[config.mk]
export PLATFORM = sky130hd
export DESIGN_NAME = pipe_stage_skid
export DESIGN_NICKNAME = d
export VERILOG_FILES = /design/src/rtl/pipe_stage_skid.sv
export SDC_FILE = /design/constraint.sdc
export NUM_CORES = 1
export LEC_CHECK = 0
export ABC_AREA = 1
export CAP_MARGIN = 20
export CORE_MARGIN = 2
export CORE_UTILIZATION = 49
export CTS_CLUSTER_DIAMETER = 60
export DETAILED_ROUTE_END_ITERATION = 8
export PLACE_DENSITY = 0.87
export SLEW_MARGIN = 20
export SYNTH_ARGS = -nofsm -noshare
export SYNTH_HDL_FRONTEND = slang
export SYNTH_SLANG_ARGS = --single-unit
[constraint.sdc]
create_clock -name clk -period 4.5 [get_ports clk]
set_clock_uncertainty 0.2 [all_clocks]
set_input_delay 0.9 -clock clk [delete_from_list [all_inputs] [get_ports clk]]
set_output_delay 0.9 -clock clk [all_outputs]
set_load 0.02 [all_outputs]
[src/rtl/pipe_stage_skid.sv]
// pipe_stage_skid: elastic pipeline stage register for the core's inter-stage
// boundaries. A WIDTH-bit payload moves under a valid/ready handshake, with an
// optional second (skid) entry, a flush that turns the stage into a bubble, and
// a saturating counter of back-pressured cycles.
//
// Handshake: a transfer happens on a rising clk edge where valid and ready are
// both high (in_fire = in_valid & in_ready, out_fire = out_valid & out_ready).
// Once out_valid is high it stays high, and out_data stays unchanged, until
// out_fire or flush. in_valid may be raised regardless of in_ready.
//
// The FSM state encoding equals the number of held entries and is exported
// directly on occupancy, so the state is always observable.
module pipe_stage_skid #(
    parameter int               WIDTH  = 32,
    parameter int               SKID   = 1,
    parameter logic [WIDTH-1:0] BUBBLE = '0,
    parameter int               CNT_W  = 16
) (
    input  logic             clk,
    input  logic             reset,
    input  logic             in_valid,
    output logic             in_ready,
    input  logic [WIDTH-1:0] in_data,
    output logic             out_valid,
    input  logic             out_ready,
    output logic [WIDTH-1:0] out_data,
    input  logic             flush,
    output logic [1:0]       occupancy,
    output logic [CNT_W-1:0] stall_cnt
);

    // Encoding is the entry count: EMPTY=0, ONE=1 (main full), TWO=2 (main+skid).
    typedef enum logic [1:0] {
        EMPTY = 2'd0,
        ONE   = 2'd1,
        TWO   = 2'd2
    } state_t;

    state_t           state;
    logic [WIDTH-1:0] main_data;
    logic [WIDTH-1:0] skid_data;
    logic             in_ready_q;
    logic             main_valid;
    logic             in_fire;
    logic             out_fire;

    localparam logic [CNT_W-1:0] CNT_MAX = {CNT_W{1'b1}};

    assign main_valid = (state != EMPTY);
    assign out_valid  = main_valid;
    assign out_data   = main_valid ? main_data : BUBBLE;
    assign occupancy  = state;

    // With a skid entry in_ready comes straight from a flop (no path from
    // out_ready); without one it must look at out_ready to keep full throughput.
    assign in_ready = (SKID != 0) ? in_ready_q : (!main_valid || out_ready);

    assign in_fire  = in_valid && in_ready;
    assign out_fire = out_valid && out_ready;

    // Entry-tracking FSM, payload registers, registered in_ready and stall counter.
    always_ff @(posedge clk or posedge reset) begin
        if (reset) begin
            state      <= EMPTY;
            main_data  <= '0;
            skid_data  <= '0;
            in_ready_q <= 1'b1;
            stall_cnt  <= '0;
        end else begin
            // The flush cycle is counted too: the stall was real until the edge.
            if (out_valid && !out_ready && (stall_cnt != CNT_MAX)) begin
                stall_cnt <= stall_cnt + CNT_W'(1);
            end

            if (flush) begin
                // Held entries and any same-cycle input are dropped; a same-cycle
                // out_fire has already been taken downstream, so nothing to undo.
                state      <= EMPTY;
                in_ready_q <= 1'b1;
            end else begin
                case (state)
                    EMPTY: begin
                        if (in_fire) begin
                            main_data <= in_data;
                            state     <= ONE;
                        end
                    end
                    ONE: begin
                        if (in_fire && out_fire) begin
                            main_data <= in_data;
                        end else if (in_fire) begin
                            // Only reachable with a skid entry: without one,
                            // in_ready in ONE implies out_ready, hence out_fire.
                            if (SKID != 0) begin
                                skid_data  <= in_data;
                                state      <= TWO;
                                in_ready_q <= 1'b0;
                            end
                        end else if (out_fire) begin
                            state <= EMPTY;
                        end
                    end
                    TWO: begin
                        if (out_fire) begin
                            main_data  <= skid_data;
                            state      <= ONE;
                            in_ready_q <= 1'b1;
                        end
                    end
                    default: begin
                        state      <= EMPTY;
                        in_ready_q <= 1'b1;
                    end
                endcase
            end
        end
    end

endmodule
==> run summary, run 1 <==
Mapped Avg Cell Area -> 7.462 um2
number of inserted diodes -> 0
synth warn -> 0
Max-slew headroom -> 43.80%
CP max FO -> 34
RSZ-0062 raised after global routing -> no
syn nets -> 589
Residual DRC -> 0
met3 WL post-DR -> 504 um
routability cong. -> 0.8477
gr ovfl total -> 0
later-pin clock latency in the skew report -> 0.35 ns
starting DRC count in detailed routing -> 160
R2R setup slack -> 1.99 ns
setup TNS -> 0 ns
top cells by area, synth -> dfrtp_1 50%, nand2_1 12%, o21ai_1 7.7%
post_cts resized -> 0
max-slew violation count -> 0
drt wl/cell -> 13.07 um
Reg-to-Reg Start -> occupancy[1]
uppermost layer routed -> met4
initial core utilization -> 50.29%
count of unique library cells instantiated by Yosys -> 22
input/output buffers -> 88
peak supply drop -> 0.2668 mV
Critical Path RT -> 3.40 ns
Max Clk Rate -> 299.0 MHz
Area growth syn-to-layout -> 27.36%
clk slew on worst S/H paths -> 0.08 ns
CP Launch Type -> flip-flop
total CTS buffers -> 9
final setup margin -> 1.156 ns
largest area contributor in the netlist -> dfrtp_1
die height -> 95.60 um
fillers -> 698
DR pass1 iterations -> 5
IO Pins -> 89
Mapped Cells -> 551
Max Cap Violations -> 0
Total GRT Usage -> 22.49%
pre-CTS WS -> 1.187 ns
final period utilization -> 74.31%
Layout Nets -> 670
total power -> 2833 uW
#FFs+latches synth -> 83
CP endpoint kind -> primary output
Horiz. Die Dim -> 95.60 um
endpoints failing hold -> 0
Cell Rows -> 33
fin util -> 64.05%
Root Buffer -> clkbuf_8
met2 wire len -> 4815 um
# setup viols final -> 0
CP Class -> flip-flop to primary output
# hold bufs at CTS -> 0
Final HPWL DP -> 6765 um
largest net degree at the start of global routing -> 47
Core ar. -> 0.008175 mm2
FF-to-FF path depth -> 8
LEAKAGE -> 0.002476 uW
# clock sinks -> 83
vias -> 3715
Power Density -> 540.9 mW/mm2
register area share after synthesis -> 50.55%
Hold Path End -> in_ready
hold path depth -> 2
wl on met1 -> 4188 um
hold slack -> 0.2899 ns
Tmin final -> 3.344 ns
status -> finished, final reports clean
first-pass GRT wire length -> 16170 um
antenna violations before repair -> 0
# H-tree levels -> 3
TritonCTS clock tree -> built
ANT nets after route -> 0
most frequent cells in the layout -> 136 x nand2_1, 88 x clkdlybuf4s50_1, 82 x inv_1, 82 x dfrtp_1, 76 x nor2_1
min-delay worst type -> flip-flop to flip-flop
top cell type's share of synthesized area -> 49.91%
vias in the first global route -> 3692
Via-to-Cell Ratio -> 5.013
commonest non-fill, non-tap cell in the layout -> nand2_1
area of the die -> 0.009139 mm2
HP Start -> in_ready
worst slew pin tran -> 0.8410 ns
postcts setup bufs -> 0
reg2reg end -> main_data[15]
drt total wl -> 9683 um
clk buf depth -> 2
critical path arrival -> 2.24 ns
netlist area before placement -> 0.004111 mm2
share of post-route cells with drive strength above 1 -> 5.346%
-- final cells by class --
cell class,count,area (um2),share of cell area (%)
multi-input cells,357,1595,30.47
well taps,105,131.4,2.509
clock buffers,9,123.9,2.366
clock inverters,6,57.56,1.099
flip-flops and latches,83,2078,39.69
repair buffers,93,918.4,17.54
inverters,88,331.6,6.332
-- cell families (layout without fill, tap and decap cells) --
group	Yosys count	after routing	share of synthesized area (%)
simple gates	235	235	22.64
compound gates	113	113	14.03
flops	83	83	50.55
buf+inv	111	196	10.77
xor+xnor	8	8	1.704
fa+ha+maj	1	1	0.3043
-- critical path, stage by stage, from the launching register on --
cell             delay, ns
dfrtp_1               0.47
nor2_4                0.70
nor2_1                0.14
clkdlybuf4s50_1       0.58
-- metal layers --
layer | global-route usage (%) | up-vias
li1 | - | 1856
met3 | 4.111 | 17
met5 | 0 | -
met4 | 8.095 | 0
met1 | 28.81 | 1738
met2 | 38.11 | 104
-- cells in the mapped netlist --
cell	number
o21ai_1	63
o21ai_0	23
nand4_1	6
dfrtp_1	82
a21oi_1	23
o211ai_1	2
xor2_1	3
nand3_1	11
o21ai_2	1
nor2_4	1
nand2_1	136
nor2_2	5
inv_1	83
dfstp_2	1
inv_2	5
ha_1	1
xnor2_1	5
nor2_1	76
buf_2	15
clkbuf_1	6
a21boi_1	1
buf_4	2
-- power breakdown --
group	total [uW]	internal (uW)	switching [uW]	leakage [uW]
clock	518	250	268	0.0000946
combinational	1120	459	663	0.00137
sequential	1190	1040	152	0.00101
total	2830	1750	1080	0.00248
-- worst max-delay path by stage --
stage,startpoint,end,slack (ns),cells after the start
global placement,out_ready,main_data[2],1.32,8
finish,occupancy[0],out_data[15],1.16,3
CTS,occupancy[0],out_data[15],1.17,3
floorplan,reset,main_data[0],1.26,1
detailed placement,out_ready,main_data[15],1.19,8
global route,occupancy[0],out_data[15],1.02,3
-- per-stage QoR --
| step | area [um2] | cells |
|---|---|---|
| 6_report | 5236 | 741 |
| 5_1_grt | 5236 | 741 |
| 4_1_cts | 5236 | 741 |
| 3_5_place_dp | 5055 | 726 |
| 3_3_place_gp | 5055 | 726 |
| 2_1_floorplan | 4111 | 551 |
-- sequential cells by signal (all words and copies together) (netlist names) --
| register | cells |
|---|---|
| main_data | 32 |
| skid_data | 32 |
| stall_cnt | 16 |
| occupancy | 2 |
| in_ready | 1 |
Power figures use the tool's default switching activity.
==> inputs of run 2 (changes only) <==
CORE_UTILIZATION = 46   (was 49)
PLACE_DENSITY = 0.85   (was 0.87)
clock period = 3 ns   (was 4.5 ns; I/O delays follow)
==> run 2 against run 1 <==
Net effect: first-iteration DRC count rose by 8.1%; wire length down 4.6%; total power increased by 54%; setup slack got worse by 0.93 ns; critical path depth increased by 1; clock power rose by 72%; sequential share of layout area is 0.66 points lower; flip-flop and latch count unchanged; combinational power grew 51%; register-to-register slack got worse by 1.1 ns; die area grew 6.2%; clock-buffer cell count increased by 1; largest power group unchanged.
==> run summary, run 2 (same netlist as run 1, synthesis figures left out) <==
DR pass1 iterations -> 4
most frequent cells in the layout -> 136 x nand2_1, 88 x clkdlybuf4s50_1, 82 x inv_1, 82 x dfrtp_1, 76 x nor2_1
postcts setup bufs -> 0
Area growth syn-to-layout -> 29.52%
Sw Share -> 36.85%
initial core utilization -> 47.38%
Cell Rows -> 34
Total GRT Usage -> 19.62%
input/output buffers -> 88
setup TNS -> 0 ns
drt wl/cell -> 12.37 um
CP Launch Type -> flip-flop
part of the power in registers -> 41.0%
largest registers -> main_data (32), skid_data (32), stall_cnt (16)
endpoints failing hold -> 0
routability cong. -> 0.8534
Clock power frac -> 20.4%
Via-to-Cell Ratio -> 4.954
CP Class -> flip-flop to primary output
IO Pins -> 89
Core ar. -> 0.008678 mm2
Max Cap Violations -> 0
die height -> 98.54 um
gr ovfl total -> 0
starting DRC count in detailed routing -> 173
vias -> 3701
# clock sinks -> 83
vias in the first global route -> 3489
clk slew on worst S/H paths -> 0.08 ns
peak supply drop -> 0.4388 mV
min-delay worst type -> flip-flop to flip-flop
combinational power share -> 38.6%
later-pin clock latency in the skew report -> 0.34 ns
ANT nets after route -> 0
net switching power -> 1608 uW
post_cts resized -> 0
CP max FO -> 34
first-pass GRT wire length -> 15670 um
max-slew violation count -> 0
Pint -> 2755 uW
hold slack -> 0.2790 ns
Tmin final -> 2.771 ns
fillers -> 761
worst slew pin tran -> 0.7091 ns
# hold bufs at CTS -> 0
Power Density -> 819.3 mW/mm2
# H-tree levels -> 3
LEAKAGE -> 0.002508 uW
number of inserted diodes -> 0
area of the die -> 0.009710 mm2
final period utilization -> 92.35%
Max Clk Rate -> 360.9 MHz
clk buf depth -> 2
Root Buffer -> clkbuf_8
Max-slew headroom -> 52.73%
critical path arrival -> 1.97 ns
Horiz. Die Dim -> 98.54 um
status -> finished, final reports clean
commonest non-fill, non-tap cell in the layout -> nand2_1
Final HPWL DP -> 6476 um
TritonCTS clock tree -> built
largest net degree at the start of global routing -> 65
# setup viols final -> 0
antenna violations before repair -> 0
RSZ-0062 raised after global routing -> no
Residual DRC -> 0
Layout Nets -> 672
CP endpoint kind -> primary output
share of post-route cells with drive strength above 1 -> 5.790%
Critical Path RT -> 2.20 ns
total CTS buffers -> 9
drt total wl -> 9237 um
run 2: cell count changes in the layout (fill, tap and decap cells not counted), sizes merged:
cell	before	now
buf	5	7
clkinv	5	3
bufinv	1	2
clkbuf	9	10
clkinvlp	1	2
run 2: metrics by stage:
| stage | setup WS [ns] | power [uW] | instances | utilization [%] | area, um2 |
|---|---|---|---|---|---|
| 6_report | 0.2295 | 4363 | 747 | 61.36 | 5325 |
| 5_1_grt | 0.1444 | 4683 | 747 | 61.36 | 5325 |
| 4_1_cts | 0.2101 | 4406 | 747 | 61.36 | 5325 |
| 3_5_place_dp | 0.5957 | 3498 | 731 | 58.75 | 5099 |
| 3_3_place_gp | 0.6269 | 3414 | 731 | 58.75 | 5099 |
| 2_1_floorplan | 0.06486 | 2821 | 551 | - | 4111 |
run 2: critical path, stage by stage, from the launching register on:
cell and delay [ns]:
dfrtp_1 0.47, nor2_4 0.13, buf_4 0.36, nor2_1 0.11, clkdlybuf4s50_1 0.56
run 2: power by group through the flow:
stage               clock (uW)  combinational (uW)  sequential (uW)
floorplan                    0                 995             1830
global placement             0                1630             1780
detailed placement           0                1690             1810
CTS                        917                1700             1790
global route               968                1880             1840
finish                     889                1690             1790
run 2: final cells by class:
type	instances	area [um2]	area share [%]
multi-input cells	357	1595	29.96
flip-flops and latches	83	2078	39.03
repair buffers	95	958.4	18.00
clock inverters	6	88.84	1.668
clock buffers	10	137.6	2.585
well taps	108	135.1	2.538
inverters	88	331.6	6.227
run 2: worst paths after layout:
kind / from / endpoint / slack [ns] / cells past startpoint
setup / recovery: occupancy[0] / out_data[25] / 0.23 / 4
hold / removal: in_ready / in_ready / 0.28 / 2
setup reg to reg: occupancy[0] / skid_data[17] / 0.89 / 8
hold reg to reg: in_ready / in_ready / 0.28 / 2
max in group asynchronous: reset / main_data[30] / 1.65 / 3
min in group asynchronous: reset / stall_cnt[5] / 0.33 / 2
run 2: layer usage:
layer  track usage (%)  wire (um)
met5                 0          0
met4             5.901         64
met3             3.262        353
met2             33.86       4648
met1             25.50       4170
==> inputs of run 3 (changes only) <==
CORE_UTILIZATION = 49   (was 46)
PLACE_DENSITY = 0.87   (was 0.85)
SETUP_SLACK_MARGIN = 0.02   (was unset)
clock period = 2.61 ns   (was 3 ns; I/O delays follow)
==> run 3 against run 2 <==
Net effect: critical path depth is the same; flip-flop and latch count unchanged; clock power increased by 12%; cell area grew 0.26%; sequential power is 15% higher; register-to-register slack got worse by 0.36 ns; critical endpoint is now out_data[13]; largest cell class unchanged.
==> run summary, run 3 (same netlist as run 1, synthesis figures left out) <==
vias -> 3732
CP Cell Sequence -> nor2_4 -> buf_8 -> nor2_1 -> clkdlybuf4s50_1
final period utilization -> 96.19%
postcts setup bufs -> 0
drt total wl -> 9309 um
max-slew violation count -> 0
share of post-route cells with drive strength above 1 -> 6.240%
later-pin clock latency in the skew report -> 0.35 ns
FF-to-FF path depth -> 6
met2 Usage GRT -> 37.76%
vias in the first global route -> 3685
area taken by flip-flops and latches -> 0.002081 mm2
status -> finished, final reports clean
setup TNS -> 0 ns
R2R setup slack -> 0.53 ns
first-pass GRT wire length -> 15790 um
clk slew on worst S/H paths -> 0.08 ns
number of inserted diodes -> 0
IO Pins -> 89
Reg-to-Reg Start -> occupancy[1]
Critical Path RT -> 1.89 ns
Worst path slowest cell -> clkdlybuf4s50_1
area of the die -> 0.009139 mm2
TritonCTS clock tree -> built
CP Launch Type -> flip-flop
CP endpoint kind -> primary output
Cell Rows -> 33
critical path arrival -> 1.79 ns
input/output buffers -> 88
largest net degree at the start of global routing -> 84
antenna violations before repair -> 0
Tmin final -> 2.511 ns
slowest stage delay, CP -> 0.55 ns
CP max FO -> 26
endpoints failing hold -> 0
Area growth syn-to-layout -> 29.85%
Core ar. -> 0.008175 mm2
peak supply drop -> 0.4478 mV
Power Density -> 942.2 mW/mm2
total CTS buffers -> 9
reg2reg end -> main_data[14]
ANT nets after route -> 0
fillers -> 699
DR pass1 iterations -> 4
met1 usage -> 27.15%
Max-slew headroom -> 51.94%
area of the multi-input gates -> 0.001595 mm2
# setup viols final -> 0
family with the most delay on the worst path -> buffers and inverters
Final HPWL DP -> 6553 um
starting DRC count in detailed routing -> 202
Root Buffer -> clkbuf_8
min-delay worst type -> flip-flop to flip-flop
most frequent cells in the layout -> 136 x nand2_1, 88 x clkdlybuf4s50_1, 82 x inv_1, 80 x dfrtp_1, 76 x nor2_1
CP Class -> flip-flop to primary output
Layout Cells excl Fill -> 746
# clock sinks -> 83
gr busiest metal -> met2
die height -> 95.60 um
LEAKAGE -> 0.002508 uW
Via-to-Cell Ratio -> 5.003
gr ovfl total -> 0
fin util -> 65.30%
# H-tree levels -> 3
Residual DRC -> 0
routability cong. -> 0.8193
worst slew pin tran -> 0.7199 ns
met3 GRT Util -> 4.269%
RSZ-0062 raised after global routing -> no
Post-Place Cells -> 730
Critical Path Source -> occupancy[0]
Critical Path End -> out_data[13]
Total GRT Usage -> 21.71%
initial core utilization -> 50.29%
cell depth of the worst setup path -> 4
drt wl/cell -> 12.48 um
commonest non-fill, non-tap cell in the layout -> nand2_1
hold path depth -> 2
Horiz. Die Dim -> 95.60 um
Max Cap Violations -> 0
Layout Nets -> 674
clk buf depth -> 2
largest registers -> main_data (32), skid_data (32), stall_cnt (16)
Max Clk Rate -> 398.3 MHz
Buf/Inv on CP -> 2
==> run 3: layout make-up <==
| type | count | share of cell area (%) |
|---|---|---|
| flip-flops and latches | 83 | 38.97 |
| clock inverters | 6 | 1.664 |
| clock buffers | 10 | 2.390 |
| well taps | 105 | 2.461 |
| inverters | 88 | 6.257 |
| repair buffers | 97 | 18.37 |
| multi-input cells | 357 | 29.88 |
==> run 3: what timing repair did <==
item	in CTS	in global routing
gates resized for setup	1	3
hold buffers	0	0
endpoints found under the setup margin	26	30
==> run 3: worst min path at each step <==
stage             startpoint            end  slack, ns
6_report            in_ready       in_ready       0.29
5_1_grt             in_ready       in_ready       0.31
4_1_cts             in_ready       in_ready       0.29
3_5_place_dp        in_ready       in_ready       0.28
3_3_place_gp        in_ready       in_ready       0.27
2_1_floorplan  skid_data[22]  skid_data[22]       0.26
==> run 3: routing by layer <==
| layer | vias to the layer above | wire length [um] |
|---|---|---|
| li1 | 1871 | - |
| met1 | 1761 | 4174 |
| met2 | 85 | 4599 |
| met3 | 15 | 366 |
| met4 | 0 | 169 |
| met5 | - | 0 |
==> run 3: through the flow <==
stage / hold WS [ns] / area [um2] / total power, uW / setup WS, ns
after floorplan: 0.2591 / 4115 / 3243 / 0.7206
final: 0.2864 / 5339 / 5030 / 0.09932
after global routing: 0.3078 / 5339 / 5390 / 0.02387
after detailed placement: 0.2773 / 5112 / 4047 / 0.3418
after global placement: 0.2703 / 5112 / 3934 / 0.4226
after CTS: 0.2895 / 5333 / 5058 / 0.03306
==> run 3: report_power, final <==
group / internal [uW] / leakage, uW / total, uW / switching (uW)
Combinational: 828 / 0.00140 / 1970 / 1140
Clock: 541 / 0.000103 / 1000 / 464
Sequential: 1800 / 0.00101 / 2050 / 259
Total: 3170 / 0.00251 / 5030 / 1870
==> run 3: tightest hold or removal path, stage by stage (launching register included) <==
cell      delay, ns
dfstp_2        0.39
inv_1          0.05
a21boi_1       0.05
